[src/rtl/almacen_pkg.sv]
// Shared definitions for the warehouse carriage plant emulator.
// Defaults are reused by the sequencer benches.
package almacen_pkg;

  typedef enum logic [1:0] {
    ST_IDLE  = 2'd0,
    ST_FWD   = 2'd1,
    ST_REV   = 2'd2,
    ST_FAULT = 2'd3
  } state_t;

  localparam int DEF_PRESCALE = 1000;
  localparam int DEF_POS_MAX  = 15;
  localparam int DEF_POS_W    = 4;

endpackage

[src/rtl/almacen_tick.sv]
// Prescale counter for carriage stepping.
// Emits a one-cycle step pulse on the last count.
module almacen_tick
  import almacen_pkg::*;
#(
  parameter int PRESCALE = DEF_PRESCALE
) (
  input  logic clk,
  input  logic rst_n,
  input  logic clr,
  input  logic en,
  output logic step
);

  localparam int CW = $clog2(PRESCALE);

  logic [CW-1:0] cnt;
  logic          last;

  assign last = (cnt == CW'(PRESCALE - 1));
  assign step = en && last;

  // count while enabled, wrap on step, clear on request
  always_ff @(posedge clk or negedge rst_n) begin
    if (!rst_n) begin
      cnt <= '0;
    end else if (clr || step) begin
      cnt <= '0;
    end else if (en) begin
      cnt <= cnt + CW'(1);
    end
  end

endmodule

[src/rtl/almacen_planta.sv]
// Carriage plant emulator: turns A/C drive commands into
// a track position and S1/S2 limit sensors, latching faults.
module almacen_planta
  import almacen_pkg::*;
#(
  parameter int PRESCALE = DEF_PRESCALE,
  parameter int POS_MAX  = DEF_POS_MAX,
  parameter int POS_W    = DEF_POS_W
) (
  input  logic             clk,
  input  logic             rst_n,
  input  logic             A,
  input  logic             C,
  input  logic             fault_clr,
  output logic             S1,
  output logic             S2,
  output logic [POS_W-1:0] pos,
  output logic             moving,
  output logic             fault
);

  localparam logic [POS_W-1:0] PMAX = POS_W'(POS_MAX);

  state_t           state;
  state_t           nxt_state;
  logic [POS_W-1:0] nxt_pos;
  logic             move_ok;
  logic             step;

  // still commanded in the current travel direction
  assign move_ok = ((state == ST_FWD) && A && !C)
                || ((state == ST_REV) && C && !A);

  almacen_tick #(
    .PRESCALE(PRESCALE)
  ) u_tick (
    .clk  (clk),
    .rst_n(rst_n),
    .clr  (!move_ok),
    .en   (move_ok),
    .step (step)
  );

  // next state and position; conflict beats everything else
  always_comb begin
    nxt_state = state;
    nxt_pos   = pos;
    if ((state != ST_FAULT) && A && C) begin
      nxt_state = ST_FAULT;
    end else begin
      unique case (state)
        ST_IDLE: begin
          if (A && (pos < PMAX)) begin
            nxt_state = ST_FWD;
          end else if (C && (pos != '0)) begin
            nxt_state = ST_REV;
          end
        end
        ST_FWD: begin
          if (!move_ok) begin
            nxt_state = ST_IDLE;
          end else if (step) begin
            nxt_pos = pos + POS_W'(1);
            if (nxt_pos == PMAX) nxt_state = ST_IDLE;
          end
        end
        ST_REV: begin
          if (!move_ok) begin
            nxt_state = ST_IDLE;
          end else if (step) begin
            nxt_pos = pos - POS_W'(1);
            if (nxt_pos == '0) nxt_state = ST_IDLE;
          end
        end
        ST_FAULT: begin
          if (fault_clr && !A && !C) nxt_state = ST_IDLE;
        end
      endcase
    end
  end

  // state, position and registered sensor/status outputs
  always_ff @(posedge clk or negedge rst_n) begin
    if (!rst_n) begin
      state  <= ST_IDLE;
      pos    <= '0;
      S1     <= 1'b0;
      S2     <= 1'b1;
      moving <= 1'b0;
      fault  <= 1'b0;
    end else begin
      state  <= nxt_state;
      pos    <= nxt_pos;
      S1     <= (nxt_pos == PMAX);
      S2     <= (nxt_pos == '0);
      moving <= (nxt_state == ST_FWD)
             || (nxt_state == ST_REV);
      fault  <= (nxt_state == ST_FAULT);
    end
  end

endmodule

[config.mk]
export PLATFORM = sky130hd
export DESIGN_NAME = almacen_planta
export DESIGN_NICKNAME = d
export VERILOG_FILES = /design/src/rtl/almacen_pkg.sv /design/src/rtl/almacen_tick.sv /design/src/rtl/almacen_planta.sv
export SDC_FILE = /design/constraint.sdc
export NUM_CORES = 1
export LEC_CHECK = 0
export CAP_MARGIN = 25
export CORE_UTILIZATION = 35
export CTS_CLUSTER_DIAMETER = 40
export CTS_CLUSTER_SIZE = 16
export DETAILED_ROUTE_END_ITERATION = 10
export GPL_TIMING_DRIVEN = 0
export PLACE_DENSITY = 0.62
export SLEW_MARGIN = 10
export SYNTH_ARGS = -nofsm -noshare
export SYNTH_HDL_FRONTEND = slang
export SYNTH_SLANG_ARGS = --single-unit
export TNS_END_PERCENT = 30
[constraint.sdc]
create_clock -name clk -period 2.4 [get_ports clk]
set_input_delay 0.6 -clock clk [delete_from_list [all_inputs] [get_ports clk]]
set_output_delay 0.6 -clock clk [all_outputs]
set_load 0.005 [all_outputs]
# Word-level counts from Yosys, hierarchy flattened
# Cells that the tools add are included.
# totals
mem_bits_ro,0
elab_cells,62
memories,0
latchBits,0
output_inout_bits,8
register_bits,20
mem_bits_rw,0
inputBits,5
# classes
n_mul,0
addsub,3
mux,19
reduce_logical,22
n_bitwise,0
order_cmp,1
n_div,0
eq_ne,10
shifts,0
# op_table
operator,n
2-to-1 mux 10 bit,2
2-to-1 mux 2 bit,10
2-to-1 mux 4 bit,5
logical AND 1 bit,11
adder 10 x 1 -> 10 bit (second input constant),1
== test 10 bit (second input constant),1
== test 2 bit (second input constant),4
== test 4 bit (second input constant),2
zero test 4 bit,2
case mux 2 bit (4 select lines),1
case mux 4 bit (2 select lines),1
adder 4 x 1 -> 4 bit (second input constant),1
== test 2 x 1 -> 1 bit (second input constant),2
less-than comparator 4 bit (second input constant),1
nonzero test 4 bit,1
subtractor 4 x 1 -> 4 bit (second input constant),1
zero test 1 bit,3
logical OR 1 bit,3
zero test 2 bit,1
!= test 2 bit (second input constant),1
nonzero test 2 bit,1

# Depth between registers and ports, before layout
# Gate-level depths: netlist (run 1).
# depth
word_depth,11
ltp_mapped,10
ltp_nobuf,9

# By module
# From an unflattened synthesis (run 1), not the netlist that was laid out.
# unflattened
hier_cells,139
area_unflattened_um2,1340.0
# by_module_without_submodules
module,cells_per_inst,seq_area_each_um2,instances,area_per_inst_um2
almacen_planta,87,251.5,1,823.3
almacen_tick,52,250.2,1,516.7

# Worst setup path after synthesis (run 1)
# OpenSTA, ideal clock, no wires.
# synth_path
path_type,register to register
from,register state[1]
to,register moving
n_path_buf,1
setup_slack_ps,406
required_ps,2274
stages_incl_launch_ff,11
period_less_slack_ps,1994
t_arrival_ps,1868
setup_ps,126
path_cell_list,dfrtp_1 inv_1 ha_1 buf_4 nand2_1 o22ai_4 nand2_1 a31oi_1 a31oi_1 o311ai_1 ha_1
# synth_between
elab_chain_cells,11
word_cells_on_any_way,27
classes_between,6 x eq/ne; 11 x mux; 10 x reduce/logical
# synth_lines
element,line_no,text
start: declaration,almacen_planta.sv:24,state_t state;
start signal: assignment,almacen_planta.sv:92,state <= nxt_state;
== test 2 x 1 -> 1 bit or == test 2 bit (tied branches),"almacen_planta.sv:31, almacen_planta.sv:51, almacen_planta.sv:32",
logical AND 1 bit (on tied branches) (2 in a row),"almacen_planta.sv:31, almacen_planta.sv:32",
logical OR 1 bit,almacen_planta.sv:32,|| ((state == ST_REV) && C && !A);
logical AND 1 bit,almacen_tick.sv:21,assign step = en && last;
2-to-1 mux 2 bit (on tied branches),"almacen_planta.sv:70, almacen_planta.sv:62",
2-to-1 mux 2 bit (on tied branches),"almacen_planta.sv:68, almacen_planta.sv:60",
case mux 2 bit (4 select lines),almacen_planta.sv:51,unique case (state)
2-to-1 mux 2 bit *,almacen_planta.sv:48,if ((state != ST_FAULT) && A && C) begin
== test 2 x 1 -> 1 bit or == test 2 bit (tied branches),"almacen_planta.sv:96, almacen_planta.sv:97",
logical OR 1 bit *,almacen_planta.sv:97,|| (nxt_state == ST_REV);
end signal: assignment,almacen_planta.sv:96,moving <= (nxt_state == ST_FWD)
end: declaration,almacen_planta.sv:18,"output logic moving,"
# Mark *: on every way between the ends. The rest lies on a longest branch, timed or not.
# A chain may end at the register's enable or synchronous reset.

# Final worst setup path (run 1)
# layout_path
from,input C
to,register moving
# layout_between
elab_chain_cells,10
word_cells_on_any_way,21
classes_between,2 x eq/ne; 9 x mux; 10 x reduce/logical
# layout_lines
element,line_no,text
start: declaration,almacen_planta.sv:13,"input logic C,"
zero test 1 bit or logical AND 1 bit (tied branches),"almacen_planta.sv:31, almacen_planta.sv:76, almacen_planta.sv:32",
logical AND 1 bit (on tied branches),"almacen_planta.sv:31, almacen_planta.sv:32",
logical OR 1 bit,almacen_planta.sv:32,
logical AND 1 bit,almacen_tick.sv:21,
2-to-1 mux 2 bit (on tied branches),"almacen_planta.sv:70, almacen_planta.sv:62",
2-to-1 mux 2 bit (on tied branches),"almacen_planta.sv:68, almacen_planta.sv:60",
case mux 2 bit (4 select lines),almacen_planta.sv:51,
2-to-1 mux 2 bit *,almacen_planta.sv:48,
== test 2 x 1 -> 1 bit or == test 2 bit (tied branches),"almacen_planta.sv:96, almacen_planta.sv:97",
logical OR 1 bit *,almacen_planta.sv:97,
# Marks and branches as above.

==> out/results.ini, run 1 <==
[outcome]
status = completed

[sta]
maxSlewViolCount = 0
tightest_slew_ns = 0.388
setup_viol_count_final = 0
finalCritPeriodShare = 0.929
fin_ws_ns = 0.170
rsz0062_at_grt = no
fin_setup_tns_ns = 0
hold_violations = 0
fin_skew_ns = 0.00297
finalHoldWorstSlack_ns = 0.496
fmax_ghz = 0.449
fin_crit_ns = 2.23
maxSlewHeadroom = 0.741

[hold_path]
min_path_cells = 1
hp-start = u_tick.cnt[0]$_DFFE_PN0P_
hp-class = reg2reg
min_to = u_tick.cnt[0]$_DFFE_PN0P_

[run]
cap_violations = 0

[floorplan]
dieWidth_um = 63.9
num_rows = 22
die-area_mm2 = 0.00409
start_util = 0.367
ios = 13
dieHeight_um = 63.9
coreArea_mm2 = 0.00366

[global_routing]
overflow = 0
grt_usage = 0.142
grt_pass1_vias = 1096
grt_pass1_wl_um = 4640
antenna_found_initial = 0
grt_max_degree = 21

[placed_design]
gp_congestion = 0.803
io_buffers = 12
dp_hpwl_um = 1890
dp_slack_ns = -0.242

[synthesis]
seq_area_frac_synth = 0.374
synthAdderAreaFrac = 0.0932
synth_area_per_cell_um2 = 9.45
synthMuxAreaShare = 0.0280
syn-num-nets = 157
synthSimpleGateAreaFrac = 0.240
syn_area_mm2 = 0.00134
synthXorXnorAreaFrac = 0.0587
synth_cell_types = 40
ys_warn_count = 0
synth_top_family_by_area = simple AND/OR/NAND/NOR gates
synth-compound-area-share = 0.153
ys_seq_elements = 20
syn-instance-count = 142

[route]
first_pass_iters = 4
drcViolationCount = 0
via_per_inst = 5.15
antenna_left = 0
wl_per_cell_um = 12.4
drtIter0Drc = 32
drt_wl_total_um = 2580
vias = 1072

[setup_path]
max_stage_delay_ns = 0.59
crit_family = compound AO/OA/AOI/OAI gates
rr_worst_depth = 8
required_ns = 2.54
end_kind = register
path_cells = clkdlybuf4s50_1, nand2_1, o22ai_4, nand2_1, a31oi_1, a31oi_1, o311ai_1, ha_1
critical_path_class = in2reg
cp.arrival_ns = 2.37
cp_max_fo = 5
crit_slowest_cell = clkdlybuf4s50_1
start_kind = input port
r2r_start = pos[0]$_DFF_PN0_
path_buf_inv = 1
rr_endpoint = moving$_DFF_PN0_
r2r_setup_slack_ns = 0.19

[clocking]
h-tree-depth = 1
numCtsBuffers = 3
cts-root-buf = clkbuf_8
clock_path_buffers = 2
cts.sinks = 20
cts_tree = done
clkTransAtPathRegs_ns = 0.07
insertion_delay_ns = 0.25

[layout]
drive_above_1_share = 0.131
final_common_cell = dfrtp_1
final_cell_mix = dfrtp_1, nor2_1, nand2_1
diodes = 0
layout.nets = 176
fill_cells = 335
area_growth_pct = 20.0

[pwr]
p_leak_uw = 0.000736
p_per_area_mw_per_mm2 = 676
peakVddDrop_uv = 434

## flip-flops by register name (all words and copies together), names as in the netlist
register    cells
fault           1
pos             4
state           2
moving          1
S1              1
S2              1
u_tick.cnt     10
## per-layer routing
metal | routed length (um) | track usage | vias up | share of wire
met3 | 94 | 0.0375 | 2 | 0.036
met4 | 6 | 0.0227 | 0 | 0.0023
met5 | 0 | 0 | - | 0
met1 | 1210 | 0.175 | 514 | 0.47
li1 | - | - | 530 | -
met2 | 1270 | 0.249 | 26 | 0.49
## logic make-up (layout without fill, tap and decap cells)
group | Yosys count | count (layout)
xor+xnor | 9 | 9
flops | 20 | 20
simple gates | 57 | 57
fa+ha+maj | 10 | 10
buf+inv | 15 | 33
mux | 3 | 3
compound gates | 28 | 28
## through the flow
step | cells | utilization | instance area [um^2] | power [uW]
after floorplan | 142 | - | 1340 | 713
after global placement | 202 | 0.416 | 1520 | 820
after detailed placement | 202 | 0.416 | 1520 | 837
after CTS | 206 | 0.431 | 1580 | 1090
after global routing | 208 | 0.440 | 1610 | 1170
final | 208 | 0.440 | 1610 | 1090
## power breakdown
| part | leakage (uW) | total [uW] | switching (uW) | internal, uW |
|---|---|---|---|---|
| Sequential | 0.000269 | 407 | 31.7 | 375 |
| Clock | 0.0000288 | 250 | 104 | 146 |
| Combinational | 0.000438 | 433 | 251 | 182 |
## layout make-up
| class | instances | area (um^2) | area share |
|---|---|---|---|
| timing repair buffer | 14 | 145 | 0.0901 |
| tap | 48 | 60.1 | 0.0373 |
| inverter | 11 | 41.3 | 0.0256 |
| buffer | 4 | 31.3 | 0.0194 |
| multi-input combinational | 107 | 777 | 0.482 |
| sequential | 20 | 502 | 0.311 |
| clock buffer | 4 | 55.1 | 0.0342 |
## cell usage after synthesis (all sizes together)
cell / instances / area (um^2)
a21o: 1 / 7.51
a21oi: 5 / 25.0
a221oi: 1 / 8.76
a22o: 1 / 8.76
a22oi: 1 / 7.51
a31o: 1 / 8.76
a31oi: 2 / 12.5
and2: 2 / 12.5
and3: 6 / 37.5
buf: 4 / 31.3
dfrtp: 19 / 475
dfstp: 1 / 26.3
ha: 10 / 125
inv: 11 / 41.3
mux2i: 3 / 37.5
nand2: 13 / 48.8
nand2b: 4 / 25.0
nand3: 6 / 30.0
nand3b: 1 / 7.51
nand4: 2 / 42.5
nor2: 17 / 63.8
nor3: 4 / 20.0
nor4: 2 / 33.8
o211ai: 1 / 7.51
o21a: 1 / 8.76
o21ai: 6 / 33.8
o22a: 1 / 8.76
o22ai: 2 / 26.3
o311ai: 3 / 26.3
o31ai: 2 / 15.0
xnor2: 3 / 26.3
xor2: 6 / 52.6
## what timing repair did
item	in CTS	in global routing
resized for setup	0	3
hold buffers	0	0
setup endpoints to repair	0	2
buffers inserted	0	1
## worst max-delay path by stage
stage,cells after the start,slack [ns],to,start
after global placement,8,-0.23,moving$_DFF_PN0_,A
after detailed placement,8,-0.24,moving$_DFF_PN0_,A
after global routing,8,0.03,moving$_DFF_PN0_,C
after floorplan,10,0.41,moving$_DFF_PN0_,state[1]$_DFF_PN0_
after CTS,8,0.04,moving$_DFF_PN0_,A
final,8,0.17,moving$_DFF_PN0_,C
Power figures use the tool's default switching activity.
==> run 2, diff against run 1 <==
--- a/config.mk
+++ b/config.mk
@@ -6,12 +6,14 @@
 export NUM_CORES = 1
 export LEC_CHECK = 0
 export CAP_MARGIN = 25
+export CELL_PAD_IN_SITES_DETAIL_PLACEMENT = 0
+export CELL_PAD_IN_SITES_GLOBAL_PLACEMENT = 1
 export CORE_UTILIZATION = 35
 export CTS_CLUSTER_DIAMETER = 40
 export CTS_CLUSTER_SIZE = 16
 export DETAILED_ROUTE_END_ITERATION = 10
 export GPL_TIMING_DRIVEN = 0
-export PLACE_DENSITY = 0.62
+export PLACE_DENSITY = 0.77
 export SLEW_MARGIN = 10
 export SYNTH_ARGS = -nofsm -noshare
 export SYNTH_HDL_FRONTEND = slang
==> constraint.sdc (replaced) <==
create_clock -name clk -period 1.9 [get_ports clk]
set_input_delay 0.475 -clock clk [delete_from_list [all_inputs] [get_ports clk]]
set_output_delay 0.475 -clock clk [all_outputs]
set_load 0.005 [all_outputs]
==> run 2 against run 1 <==
Effect of this change:
- the flow now finishes with violations (negative setup slack)
- final cell count rose by 7.7%
- sequential power rose by 27%
- clock power rose by 29%
- sequential share of layout area fell by 3.6 points
- global-route usage rose by 0.70 points
- die area did not move
- count of clock-buffer cells in the layout did not move
- largest power group unchanged
==> out/results.ini, run 2 (synthesized netlist as in run 1, its figures left out) <==
[route]
drt_wl_total_um = 2880  ; +12%
drcViolationCount = 0  ; unchanged
via_per_inst = 5.05  ; -2.0%
antenna_left = 0  ; unchanged
drtIter0Drc = 51  ; +59%
first_pass_iters = 4  ; unchanged
wl_per_cell_um = 12.9  ; +3.8%
vias = 1131  ; +5.5%

[floorplan]
start_util = 0.367  ; unchanged
coreArea_mm2 = 0.00366  ; unchanged
dieWidth_um = 63.9  ; unchanged
num_rows = 22  ; unchanged
die-area_mm2 = 0.00409  ; unchanged
dieHeight_um = 63.9  ; unchanged
ios = 13  ; unchanged

[sta]
rsz0062_at_grt = yes
hold_violations = 0  ; unchanged
tightest_slew_ns = 0.866  ; +0.478 ns
finalHoldWorstSlack_ns = 0.605  ; +0.109 ns
maxSlewViolCount = 0  ; unchanged
fin_skew_ns = 0.00246  ; -0.000509 ns
maxSlewHeadroom = 0.421  ; -0.320
fin_ws_ns = -0.119  ; -0.289 ns
setup_viol_count_final = 3  ; +3
fin_crit_ns = 2.02
fmax_ghz = 0.495
finalCritPeriodShare = 1.06

[layout]
area_growth_pct = 36.8
layout.nets = 192  ; +9.1%
fill_cells = 320  ; -4.5%
final_cell_mix = buf_4, nor2_1, dfrtp_1
reg_top3 = u_tick.cnt x10, pos x4, state x2
diodes = 0  ; unchanged
largest_reg_flops = 10  ; unchanged
multi_input_area_um2 = 887  ; +14%
regMostFlops = u_tick.cnt
drive_above_1_share = 0.313  ; +0.181
regArea_um2 = 505  ; +0.75%
fin_cells = 224  ; +7.7%
final_common_cell = buf_4
fin_util = 0.502  ; +0.0615

[pwr]
comb_power_share = 0.497  ; +0.100
p_leak_uw = 0.000827  ; +12%
peakVddDrop_uv = 447  ; +3.0%
pwr-share-seq = 0.309  ; -0.064
power_uw = 1660  ; +53%
p_int_uw = 1070  ; +52%
p_per_area_mw_per_mm2 = 906  ; +34%
p_sw_frac = 0.356  ; +0.000981
p_switching_uw = 592  ; +53%
clock_power_share = 0.194  ; -0.035

[setup_path]
critical_path_class = reg2reg
required_ns = 2.04  ; -0.50 ns
r2r_start = pos[0]$_DFF_PN0_
r2r_setup_slack_ns = -0.12  ; -0.31 ns
rr_worst_depth = 8  ; unchanged
cp-startpoint = pos[0]$_DFF_PN0_
start_kind = register
crit_end = moving$_DFF_PN0_
end_kind = register
rr_endpoint = moving$_DFF_PN0_
cp_max_fo = 4  ; -1
cp.arrival_ns = 2.16  ; -0.21 ns

[placed_design]
gp_congestion = 0.792  ; -1.4%
io_buffers = 12  ; unchanged
dp_hpwl_um = 1900  ; +0.68%
dp_slack_ns = -0.598  ; -0.356 ns
place_inst = 202  ; unchanged

[global_routing]
grt_max_degree = 21  ; unchanged
overflow = 0  ; unchanged
grt_pass1_vias = 1068  ; -2.6%
grt_usage = 0.149  ; +0.00705
antenna_found_initial = 0  ; unchanged
grt_pass1_wl_um = 4840  ; +4.3%

[clocking]
clkTransAtPathRegs_ns = 0.07  ; about the same
cts_tree = done
cts.sinks = 20  ; unchanged
cts-root-buf = clkbuf_8
clock_path_buffers = 2  ; unchanged
h-tree-depth = 1  ; unchanged
insertion_delay_ns = 0.26  ; about the same
numCtsBuffers = 3  ; unchanged
cts_hold_buf = 0  ; unchanged

[hold_path]
hp-class = reg2reg

[outcome]
violations = negative setup slack
status = finished, violations left

[run]
cap_violations = 0  ; unchanged

run 2: changes by cell type in the layout (fill, tap and decap cells not counted), moves of 3 or more:
cell     change
dfrtp_2      +3
buf_4       +16
ha_1         -6
ha_4         +5
dfrtp_1      -3
run 2: critical path, cell delays in order, from the launching register on:
cell and delay, ns:
dfrtp_2 0.44, ha_2 0.22, nand2b_1 0.16, o21ai_1 0.16, a21o_1 0.15, a31oi_1 0.09
a31oi_2 0.28, o311ai_2 0.12, ha_1 0.29
run 2: worst min-delay path by stage:
stage / from / end / slack (ns) / depth (start not counted)
floorplan: rst_n / S1$_DFF_PN0_ / 0.18 / 0
global placement: u_tick.cnt[0]$_DFFE_PN0P_ / u_tick.cnt[0]$_DFFE_PN0P_ / 0.48 / 1
detailed placement: u_tick.cnt[0]$_DFFE_PN0P_ / u_tick.cnt[0]$_DFFE_PN0P_ / 0.48 / 1
CTS: u_tick.cnt[0]$_DFFE_PN0P_ / u_tick.cnt[0]$_DFFE_PN0P_ / 0.50 / 1
global route: u_tick.cnt[9]$_DFFE_PN0P_ / u_tick.cnt[9]$_DFFE_PN0P_ / 0.62 / 2
finish: u_tick.cnt[4]$_DFFE_PN0P_ / u_tick.cnt[4]$_DFFE_PN0P_ / 0.61 / 2
run 2: per-layer routing:
layer	share of wire	GRT usage	up-vias
met5	0	0	-
met2	0.48	0.245	19
met1	0.48	0.196	548
met3	0.041	0.0411	2
li1	-	-	562
met4	0.0017	0.0256	0
run 2: area by class of cell:
cell class	instances	area share
multi-input cells	107	0.483
clock buffers	4	0.0300
inverters	11	0.0225
repair buffers	30	0.138
well taps	48	0.0327
flip-flops and latches	20	0.275
plain buffers	4	0.0191
run 2: repair_timing:
| item | CTS | global route |
|---|---|---|
| endpoints found under the setup margin | 7 | 6 |
| pin swaps | 8 | 8 |
| gates resized for setup | 20 | 9 |
| buffers inserted | 12 | 6 |
run 2: metrics by stage:
stage	instance area [um^2]	TNS (ns)
floorplan	1340	-0.0494
global placement	1520	-3.50
detailed placement	1520	-3.74
CTS	1740	-0.151
global route	1840	-0.738
finish	1840	-0.171
run 2: power groups by stage:
stage | logic (uW) | registers (uW) | clock network (uW)
after floorplan | 388 | 514 | 0
after global placement | 523 | 519 | 0
after detailed placement | 536 | 521 | 0
after CTS | 724 | 510 | 327
after global routing | 896 | 523 | 337
final | 827 | 515 | 322
